[config.mk]
export PLATFORM = sky130hd
export DESIGN_NAME = program_loader
export DESIGN_NICKNAME = d
export VERILOG_FILES = /design/src/rtl/program_loader.sv
export SDC_FILE = /design/constraint.sdc
export NUM_CORES = 1
export LEC_CHECK = 0
export CAP_MARGIN = 20
export CORE_MARGIN = 1.5
export CORE_UTILIZATION = 50
export CTS_BUF_LIST = sky130_fd_sc_hd__clkbuf_2
export CTS_CLUSTER_SIZE = 40
export DETAILED_ROUTE_END_ITERATION = 12
export GPL_TIMING_DRIVEN = 0
export HOLD_SLACK_MARGIN = 0.05
export PLACE_DENSITY = 0.83
export SLEW_MARGIN = 10
export SYNTH_ARGS = -nofsm -noshare
export SYNTH_HDL_FRONTEND = slang
export SYNTH_SLANG_ARGS = --single-unit
[constraint.sdc]
create_clock -name clk -period 2.98 [get_ports clk]
set_clock_uncertainty 0.05 [all_clocks]
set_input_delay 0.596 -clock clk [delete_from_list [all_inputs] [get_ports clk]]
set_output_delay 0.596 -clock clk [all_outputs]
set_load 0.01 [all_outputs]
[src/rtl/program_loader.sv]
// program_loader: boot-time writer for the instruction memory.
// Receives a byte stream (2-byte big-endian word count, then big-endian
// 32-bit words) over valid/ready and writes each assembled word to
// consecutive addresses starting at BASE_ADDR, holding the CPU in reset
// for the duration of the load.
module program_loader #(
  parameter int DATA_WIDTH = 32,
  parameter int ADDR_WIDTH = 9,
  parameter int BASE_ADDR  = 1
) (
  input  logic                  clk,
  input  logic                  rst_n,
  input  logic                  start,
  input  logic [7:0]            rx_data,
  input  logic                  rx_valid,
  output logic                  rx_ready,
  output logic                  mem_we,
  output logic [ADDR_WIDTH-1:0] mem_addr,
  output logic [DATA_WIDTH-1:0] mem_data,
  output logic                  cpu_hold,
  output logic                  done,
  output logic                  error,
  output logic [ADDR_WIDTH:0]   words_loaded
);

  localparam logic [2:0] S_IDLE   = 3'd0;
  localparam logic [2:0] S_HDR_HI = 3'd1;
  localparam logic [2:0] S_HDR_LO = 3'd2;
  localparam logic [2:0] S_DATA   = 3'd3;
  localparam logic [2:0] S_WRITE  = 3'd4;
  localparam logic [2:0] S_DONE   = 3'd5;

  // Largest word count that still fits between BASE_ADDR and the top of memory,
  // so BASE_ADDR + idx can never wrap.
  localparam logic [31:0] MAX_WORDS = 32'((1 << ADDR_WIDTH) - BASE_ADDR);

  logic [2:0]            state_q,        state_d;
  logic [15:0]           count_q,        count_d;
  logic [DATA_WIDTH-1:0] word_q,         word_d;
  logic [1:0]            byte_cnt_q,     byte_cnt_d;
  logic [ADDR_WIDTH:0]   idx_q,          idx_d;
  logic                  mem_we_q,       mem_we_d;
  logic [ADDR_WIDTH-1:0] mem_addr_q,     mem_addr_d;
  logic [DATA_WIDTH-1:0] mem_data_q,     mem_data_d;
  logic                  done_q,         done_d;
  logic                  error_q,        error_d;
  logic [ADDR_WIDTH:0]   words_loaded_q, words_loaded_d;

  logic                  rx_ready_s;
  logic                  xfer_s;
  logic [15:0]           hdr_count_s;
  logic [DATA_WIDTH-1:0] word_next_s;

  // Handshake and datapath helpers decoded from the current state.
  always_comb begin
    rx_ready_s  = (state_q == S_HDR_HI) || (state_q == S_HDR_LO) || (state_q == S_DATA);
    xfer_s      = rx_valid && rx_ready_s;
    hdr_count_s = {count_q[15:8], rx_data};
    word_next_s = {word_q[DATA_WIDTH-9:0], rx_data};
  end

  // Next-state and next-output logic of the load sequencer.
  always_comb begin
    state_d        = state_q;
    count_d        = count_q;
    word_d         = word_q;
    byte_cnt_d     = byte_cnt_q;
    idx_d          = idx_q;
    mem_we_d       = 1'b0;
    mem_addr_d     = mem_addr_q;
    mem_data_d     = mem_data_q;
    done_d         = 1'b0;
    error_d        = error_q;
    words_loaded_d = words_loaded_q;

    case (state_q)
      S_IDLE: begin
        if (start) begin
          state_d        = S_HDR_HI;
          error_d        = 1'b0;
          words_loaded_d = '0;
          idx_d          = '0;
          byte_cnt_d     = 2'd0;
        end else begin
          state_d = S_IDLE;
        end
      end
      S_HDR_HI: begin
        if (xfer_s) begin
          count_d[15:8] = rx_data;
          state_d       = S_HDR_LO;
        end else begin
          state_d = S_HDR_HI;
        end
      end
      S_HDR_LO: begin
        if (xfer_s) begin
          count_d = hdr_count_s;
          if (hdr_count_s == 16'd0) begin
            state_d = S_DONE;
            done_d  = 1'b1;
          end else if (32'(hdr_count_s) > MAX_WORDS) begin
            state_d = S_IDLE;
            error_d = 1'b1;
          end else begin
            state_d    = S_DATA;
            byte_cnt_d = 2'd0;
          end
        end else begin
          state_d = S_HDR_LO;
        end
      end
      S_DATA: begin
        if (xfer_s) begin
          word_d = word_next_s;
          if (byte_cnt_q == 2'd3) begin
            // Registered write strobe: address/data are stable through WRITE.
            state_d    = S_WRITE;
            byte_cnt_d = 2'd0;
            mem_we_d   = 1'b1;
            mem_addr_d = ADDR_WIDTH'(BASE_ADDR) + idx_q[ADDR_WIDTH-1:0];
            mem_data_d = word_next_s;
          end else begin
            byte_cnt_d = byte_cnt_q + 2'd1;
          end
        end else begin
          state_d = S_DATA;
        end
      end
      S_WRITE: begin
        idx_d          = idx_q + {{ADDR_WIDTH{1'b0}}, 1'b1};
        words_loaded_d = words_loaded_q + {{ADDR_WIDTH{1'b0}}, 1'b1};
        if ((32'(idx_q) + 32'd1) == 32'(count_q)) begin
          state_d = S_DONE;
          done_d  = 1'b1;
        end else begin
          state_d = S_DATA;
        end
      end
      S_DONE: begin
        state_d = S_IDLE;
      end
      default: begin
        state_d = S_IDLE;
      end
    endcase
  end

  // State and output registers with synchronous active-low reset.
  always_ff @(posedge clk) begin
    if (!rst_n) begin
      state_q        <= S_IDLE;
      count_q        <= 16'd0;
      word_q         <= '0;
      byte_cnt_q     <= 2'd0;
      idx_q          <= '0;
      mem_we_q       <= 1'b0;
      mem_addr_q     <= '0;
      mem_data_q     <= '0;
      done_q         <= 1'b0;
      error_q        <= 1'b0;
      words_loaded_q <= '0;
    end else begin
      state_q        <= state_d;
      count_q        <= count_d;
      word_q         <= word_d;
      byte_cnt_q     <= byte_cnt_d;
      idx_q          <= idx_d;
      mem_we_q       <= mem_we_d;
      mem_addr_q     <= mem_addr_d;
      mem_data_q     <= mem_data_d;
      done_q         <= done_d;
      error_q        <= error_d;
      words_loaded_q <= words_loaded_d;
    end
  end

  assign rx_ready     = rx_ready_s;
  assign cpu_hold     = (state_q != S_IDLE);
  assign mem_we       = mem_we_q;
  assign mem_addr     = mem_addr_q;
  assign mem_data     = mem_data_q;
  assign done         = done_q;
  assign error        = error_q;
  assign words_loaded = words_loaded_q;

endmodule

==> results of run 1 <==
-- Yosys cell counts (all sizes together) (2+ instances only) --
master	count
nand2	177
dfxtp	109
a21boi	80
clkbuf	37
o21ai	19
and2	17
nor2	17
nor2b	12
a21oi	11
nand3	10
nor3	9
nand4	8
o211a	8
buf	7
xor2	7
nand2b	6
and3	5
inv	5
mux2i	5
or3	5
xnor2	5
a21o	4
a22oi	4
and4	4
ha	3
nand3b	3
a22o	2
a31o	2
a31oi	2
nor4	2
o22ai	2
o31ai	2
or4	2
-- worst reg2reg max path: cells and delay by family (launching register included) --
| kind | cells | cell delay [ps] |
|---|---|---|
| AOI/OAI and AO/OA | 1 | 140 |
| adders and majority gates | 1 | 180 |
| buffers and inverters | 2 | 340 |
| DFF | 1 | 540 |
| muxes | 1 | 310 |
| and+or+nand+nor | 5 | 940 |
-- path summary, 6_finish.rpt --
check / start / to / slack (ps) / cells after the start
worst max-delay path: state_q[2] / cpu_hold / 210 / 3
worst min-delay path: rst_n / word_q[16] / 340 / 2
worst max register to register: idx_q[0] / state_q[2] / 490 / 10
worst min register to register: word_q[6] / word_q[14] / 420 / 2
-- kinds of logic after synthesis --
group,share of synthesized area
and+or+nand+nor,0.268
buffers and inverters,0.0395
adders and majority gates,0.00760
muxes,0.0124
AOI/OAI and AO/OA,0.210
xor gates and xnor gates,0.0213
DFF,0.442
-- per-stage QoR --
| stage | setup slack (ps) | total power, uW | hold slack [ps] | area (um^2) | util |
|---|---|---|---|---|---|
| global route | 65.2 | 2480 | 311 | 5880 | 0.607 |
| floorplan | 740 | 1660 | 391 | 4940 | - |
| global placement | 206 | 1740 | 401 | 5770 | 0.595 |
| detailed placement | 197 | 1740 | 408 | 5770 | 0.595 |
| finish | 205 | 2400 | 337 | 5880 | 0.607 |
| CTS | 194 | 2400 | 308 | 5880 | 0.607 |
-- area by class of cell --
| type | count | area [um^2] |
|---|---|---|
| Timing Repair Buffer | 66 | 661 |
| Tap cell | 133 | 166 |
| Buffer | 44 | 176 |
| Inverter | 5 | 18.8 |
| Clock buffer | 9 | 45.0 |
| Fill cell | 881 | 3800 |
| Clock inverter | 7 | 67.6 |
| Multi-Input combinational cell | 446 | 2560 |
| Sequential cell | 109 | 2180 |
-- routing by layer --
layer | global-route usage | vias up | share of wire
met5 | 0 | - | 0
met1 | 0.319 | 2059 | 0.44
met2 | 0.400 | 159 | 0.47
met4 | 0.0938 | 0 | 0.020
li1 | - | 2195 | -
met3 | 0.0390 | 25 | 0.067
-- flip-flops by register name, indices dropped and copies added, names as in the netlist --
register      cells
byte_cnt_q        2
count_q          16
state_q           3
mem_we            1
idx_q            10
word_q           24
mem_data         32
error             1
mem_addr          9
done              1
words_loaded     10
-- cell usage in the layout, fill, tap and decap left out, types with 6 or more instances in the layout --
| cell | count |
|---|---|
| buf_2 | 6 |
| clkdlybuf4s50_1 | 66 |
| o211a_1 | 8 |
| nand2b_1 | 6 |
| o21ai_0 | 18 |
| xor2_1 | 7 |
| nor2_1 | 15 |
| nand2_1 | 176 |
| clkbuf_2 | 9 |
| nand3_1 | 10 |
| a21boi_0 | 78 |
| nand4_1 | 7 |
| nor3_1 | 9 |
| dfxtp_1 | 109 |
| nor2b_1 | 12 |
| clkbuf_1 | 37 |
| and2_1 | 16 |
| a21oi_1 | 11 |
-- power breakdown --
part           switching (uW)  internal (uW)
Combinational             134           94.0
Sequential               13.0           1480
Clock                     544            134
Total                     691           1710
==> metrics.txt, run 1 <==
status=complete, no violations; Post-Syn Area=4940 um^2; fin nets=696; GP Congestion=0.907; Synth Flop Type=dfxtp_1; critical-path cell list=clkbuf_1, or3_1, clkdlybuf4s50_1; number of CTS-inserted buffers=9; Lkg Pwr=0.00208 uW; kind of cell adding the most delay to the critical path=buffers and inverters; clk_lat worst skew=610 ps; First-pass DRT Iterations=5; Final setup viols=0; TritonCTS Sinks=109; highest clock rate=0.360 GHz; post-DP HPWL=8930 um; startpoint types=flop; CP Class=reg -> out; Post-CTS Setup Bufs=0; Crit-path slowest cell=clkdlybuf4s50_1; Clock Pin Slew Worst Setup and Hold Paths=330 ps; synthesis-to-finish area growth=19.0%; number of H-tree levels=3; Crit path largest cell delay=480 ps; DIE WIDTH=102 um; clk root buf=clkbuf_2; vias in the first global route=4141; syn_nets=619; Pwr Density=408 nW/um^2; Diodes inserted=0; largest net degree at the start of global routing=21; share of layout cells above drive strength 1=0.0496; overflow left after global routing=0; CTS tree=yes; Sum Neg Setup Slack=0 ps; worst slew pin tran=791 ps; Rows=36; Layout Cells excl Fill=819; Via density=5.42; top-area cell type share of the netlist area=0.442; RSZ-0062 raised after global routing=no; worst-path fanout max=10; Chip Height=102 um; Unique masters post-synth=57; DIE AREA=10500 um^2; hold_buf cts=0; initial antenna violation count=0; fin crit period=2770 ps; #FFs+latches synth=109; Critical Path End Type=output pin; IO Count=68; Synth Instances=604; largest area contributor in the netlist=dfxtp_1; maxcap violations=0; EDFF count, synth=0; Buf/Inv on CP=2; async set-reset flop share out of synthesis=0; Routed wire per std cell=15.0 um; Initial Util=0.510; CTS Buffer Depth=2; final wirelength=12300 um; post-route ant nets=0; Synth Area per Inst=8.18 um^2; Iter 0 DRT Violations=213; core area=9680 um^2; Syn. warnings=0; global-route wire length before repair=19900 um; Seq/Total Area, Yosys=0.442; top cells by area, synth=dfxtp_1, nand2_1, a21boi_0, clkbuf_1, and2_1; Post-route DRC=0; WP data required=2330 ps; Placed Cells=803; gr usage total=0.242; Worst VDD drop=0.232 mV; Resized cells post-CTS=0; routed vias=4438; slew margin rel.=0.469; Hold Path Class=in -> reg; WP data arrival=2130 ps; I/O Buffers=66; Final period util=0.931; final hold vios=0; Slew Viols, Final=0
No activity file was read; power rests on OpenSTA's default activity.
==> run 2, diff against run 1 <==
--- a/config.mk
+++ b/config.mk
@@ -6,6 +6,7 @@
 export NUM_CORES = 1
 export LEC_CHECK = 0
 export CAP_MARGIN = 20
+export CORE_ASPECT_RATIO = 0.6
 export CORE_MARGIN = 1.5
 export CORE_UTILIZATION = 50
 export CTS_BUF_LIST = sky130_fd_sc_hd__clkbuf_2
@@ -14,7 +15,7 @@
 export GPL_TIMING_DRIVEN = 0
 export HOLD_SLACK_MARGIN = 0.05
 export PLACE_DENSITY = 0.83
-export SLEW_MARGIN = 10
+export SLEW_MARGIN = 20
 export SYNTH_ARGS = -nofsm -noshare
 export SYNTH_HDL_FRONTEND = slang
 export SYNTH_SLANG_ARGS = --single-unit
==> constraint.sdc (replaced) <==
create_clock -name clk -period 3.4 [get_ports clk]
set_clock_uncertainty 0.05 [all_clocks]
set_input_delay 0.68 -clock clk [delete_from_list [all_inputs] [get_ports clk]]
set_output_delay 0.68 -clock clk [all_outputs]
set_load 0.01 [all_outputs]
==> run 2 against run 1 <==
Against the previous run:
- sequential power down 12%
- first-iteration DRC count up 99%
- wire length up 6.3%
- combinational power down 9.2%
- register-to-register slack better by 220 ps
- setup slack better by 240 ps
- count of clock-buffer cells in the layout unchanged
==> metrics.txt, run 2 (synthesis results as in run 1) <==
maxcap violations=0 (unchanged); highest clock rate=0.339 GHz; share of layout cells above drive strength 1=0.0481 (-0.00146); Routed wire per std cell=16.0 um (+6.7%); Rows=27 (-25%); Crit-path slowest cell=clkdlybuf4s50_1; CTS tree=yes; core area=9390 um^2 (-3.0%); Placed Cells=800 (-0.37%); Final period util=0.868; initial antenna violation count=0 (unchanged); Post-route DRC=0 (unchanged); Diodes inserted=0 (unchanged); Sum Neg Setup Slack=0 ps (unchanged); Iter 0 DRT Violations=423 (+99%); vias in the first global route=4113 (-0.68%); worst-path fanout max=10 (unchanged); Post-CTS Setup Bufs=0 (unchanged); GP Congestion=0.932 (+2.7%); Slew Viols, Final=0 (unchanged); multi-input logic area=2560 um^2 (unchanged); startpoint types=flop; most used cell, CP=nor2_1; DIE WIDTH=131 um (+28%); Lkg Pwr=0.00208 uW (about the same); WP data arrival=2220 ps (+90 ps); final hold vios=0 (unchanged); clk_lat worst skew=600 ps (about the same); Hold Path Class=reg -> reg; CP Class=reg -> out; Internal=1550 uW (-9.1%); Storage cell area=2180 um^2 (unchanged); largest net degree at the start of global routing=19 (-9.5%); Reg power frac=0.614 (-0.009); Chip Height=80.0 um (-22%); CTS Buffer Depth=2 (unchanged); synthesis-to-finish area growth=19.1% (about the same); critical-path cell list=clkbuf_1, nor2_1, nor2_1, clkdlybuf4s50_1; global-route wire length before repair=21000 um (+5.3%); gr usage total=0.255 (+0.0122); Initial Util=0.526 (+0.0159); Pwr Density=363 nW/um^2 (-11%); post-route ant nets=0 (unchanged); Via density=5.63 (+3.9%); Switching Fraction=0.271 (-0.0166); Comb power frac=0.097 (+0.002); I/O Buffers=66 (unchanged); final wirelength=13000 um (+6.3%); WP data required=2670 ps (+340 ps); kind of cell adding the most delay to the critical path=buffers and inverters; Critical Path End Type=output pin; fin nets=696 (unchanged); clk root buf=clkbuf_2; DIE AREA=10500 um^2 (+0.19%); switching pwr=578 uW (-16%); Resized cells post-CTS=0 (unchanged); number of H-tree levels=3 (unchanged); Final setup viols=0 (unchanged); IO Count=68 (unchanged); hold_buf cts=0 (unchanged); post-DP HPWL=9740 um (+9.0%); Crit path largest cell delay=560 ps (+80 ps); slew margin rel.=0.357 (-0.112); Fillers=829 (-5.9%); overflow left after global routing=0 (unchanged); Buf/Inv on CP=2 (unchanged); Worst VDD drop=0.216 mV (-7.0%); routed vias=4595 (+3.5%); Clock Pin Slew Worst Setup and Hold Paths=280 ps (-50 ps); TritonCTS Sinks=109 (unchanged); First-pass DRT Iterations=5 (unchanged); worst slew pin tran=957 ps (+166 ps); number of CTS-inserted buffers=9 (unchanged); commonest non-fill, non-tap cell in the layout=nand2_1; commonest cells after routing, fill and taps aside=nand2_1, dfxtp_1, a21boi_0; status=complete, no violations; RSZ-0062 raised after global routing=no; Clock Power Share=0.289 (+0.007); max reg flops=32 (unchanged); fin crit period=2950 ps; Layout Cells excl Fill=816 (-0.37%)
-- run 2: changes by cell type in the layout (fill, tap and decap cells not counted) --
| cell | previous run | this run |
|---|---|---|
| clkinvlp_4 | 0 | 1 |
| inv_6 | 2 | 0 |
| clkinv_1 | 0 | 1 |
| bufinv_16 | 0 | 1 |
| clkinv_8 | 1 | 0 |
-- run 2: layer usage --
metal	GRT usage	vias to the layer above	share of wire
met2	0.375	220	0.40
li1	-	2195	-
met3	0.0654	15	0.11
met5	0	-	0
met4	0.0633	0	0.011
met1	0.370	2165	0.48
-- run 2: path summary, 6_finish.rpt --
kind           startpoint           end  slack, ps  cells after the start
max            state_q[0]      rx_ready        450                      4
min          mem_data[24]  mem_data[24]        430                      2
max reg2reg      idx_q[0]          done        710                     10
min reg2reg  mem_data[24]  mem_data[24]        430                      2
-- run 2: power groups by stage --
stage                     Clock, uW  Sequential [uW]  Combinational, uW
final                           616             1310                207
after global routing            677             1310                224
after CTS                       621             1310                202
after detailed placement          0             1330                201
after global placement            0             1330                195
after floorplan                   0             1330                128
-- run 2: worst reg2reg max path, cell delays in order (launching register included) --
cell and delay, ps:
dfxtp_1 560, ha_1 190, buf_2 190, and4_1 220
buf_4 180, nand4_4 150, mux2_2 320, nor4b_2 260
nand4_1 210, nor2_2 180, o21a_1 160
-- run 2: metrics by stage --
stage          setup WS, ps  utilization  hold slack (ps)  total power (uW)  instance area, um^2
3_5_place_dp            476        0.614              409              1530                 5760
3_3_place_gp            573        0.614              402              1530                 5760
4_1_cts                 478        0.626              436              2130                 5880
5_1_grt                 290        0.626              420              2210                 5880
2_1_floorplan          1160            -              391              1460                 4940
6_report                449        0.626              433              2130                 5880
-- run 2: final cells by class --
| type | count | area share |
|---|---|---|
| Tap cell | 130 | 0.0276 |
| Multi-Input combinational cell | 446 | 0.436 |
| Timing Repair Buffer | 66 | 0.112 |
| Clock buffer | 9 | 0.00766 |
| Clock inverter | 7 | 0.0128 |
| Sequential cell | 109 | 0.371 |
| Buffer | 44 | 0.0300 |
| Inverter | 5 | 0.00319 |
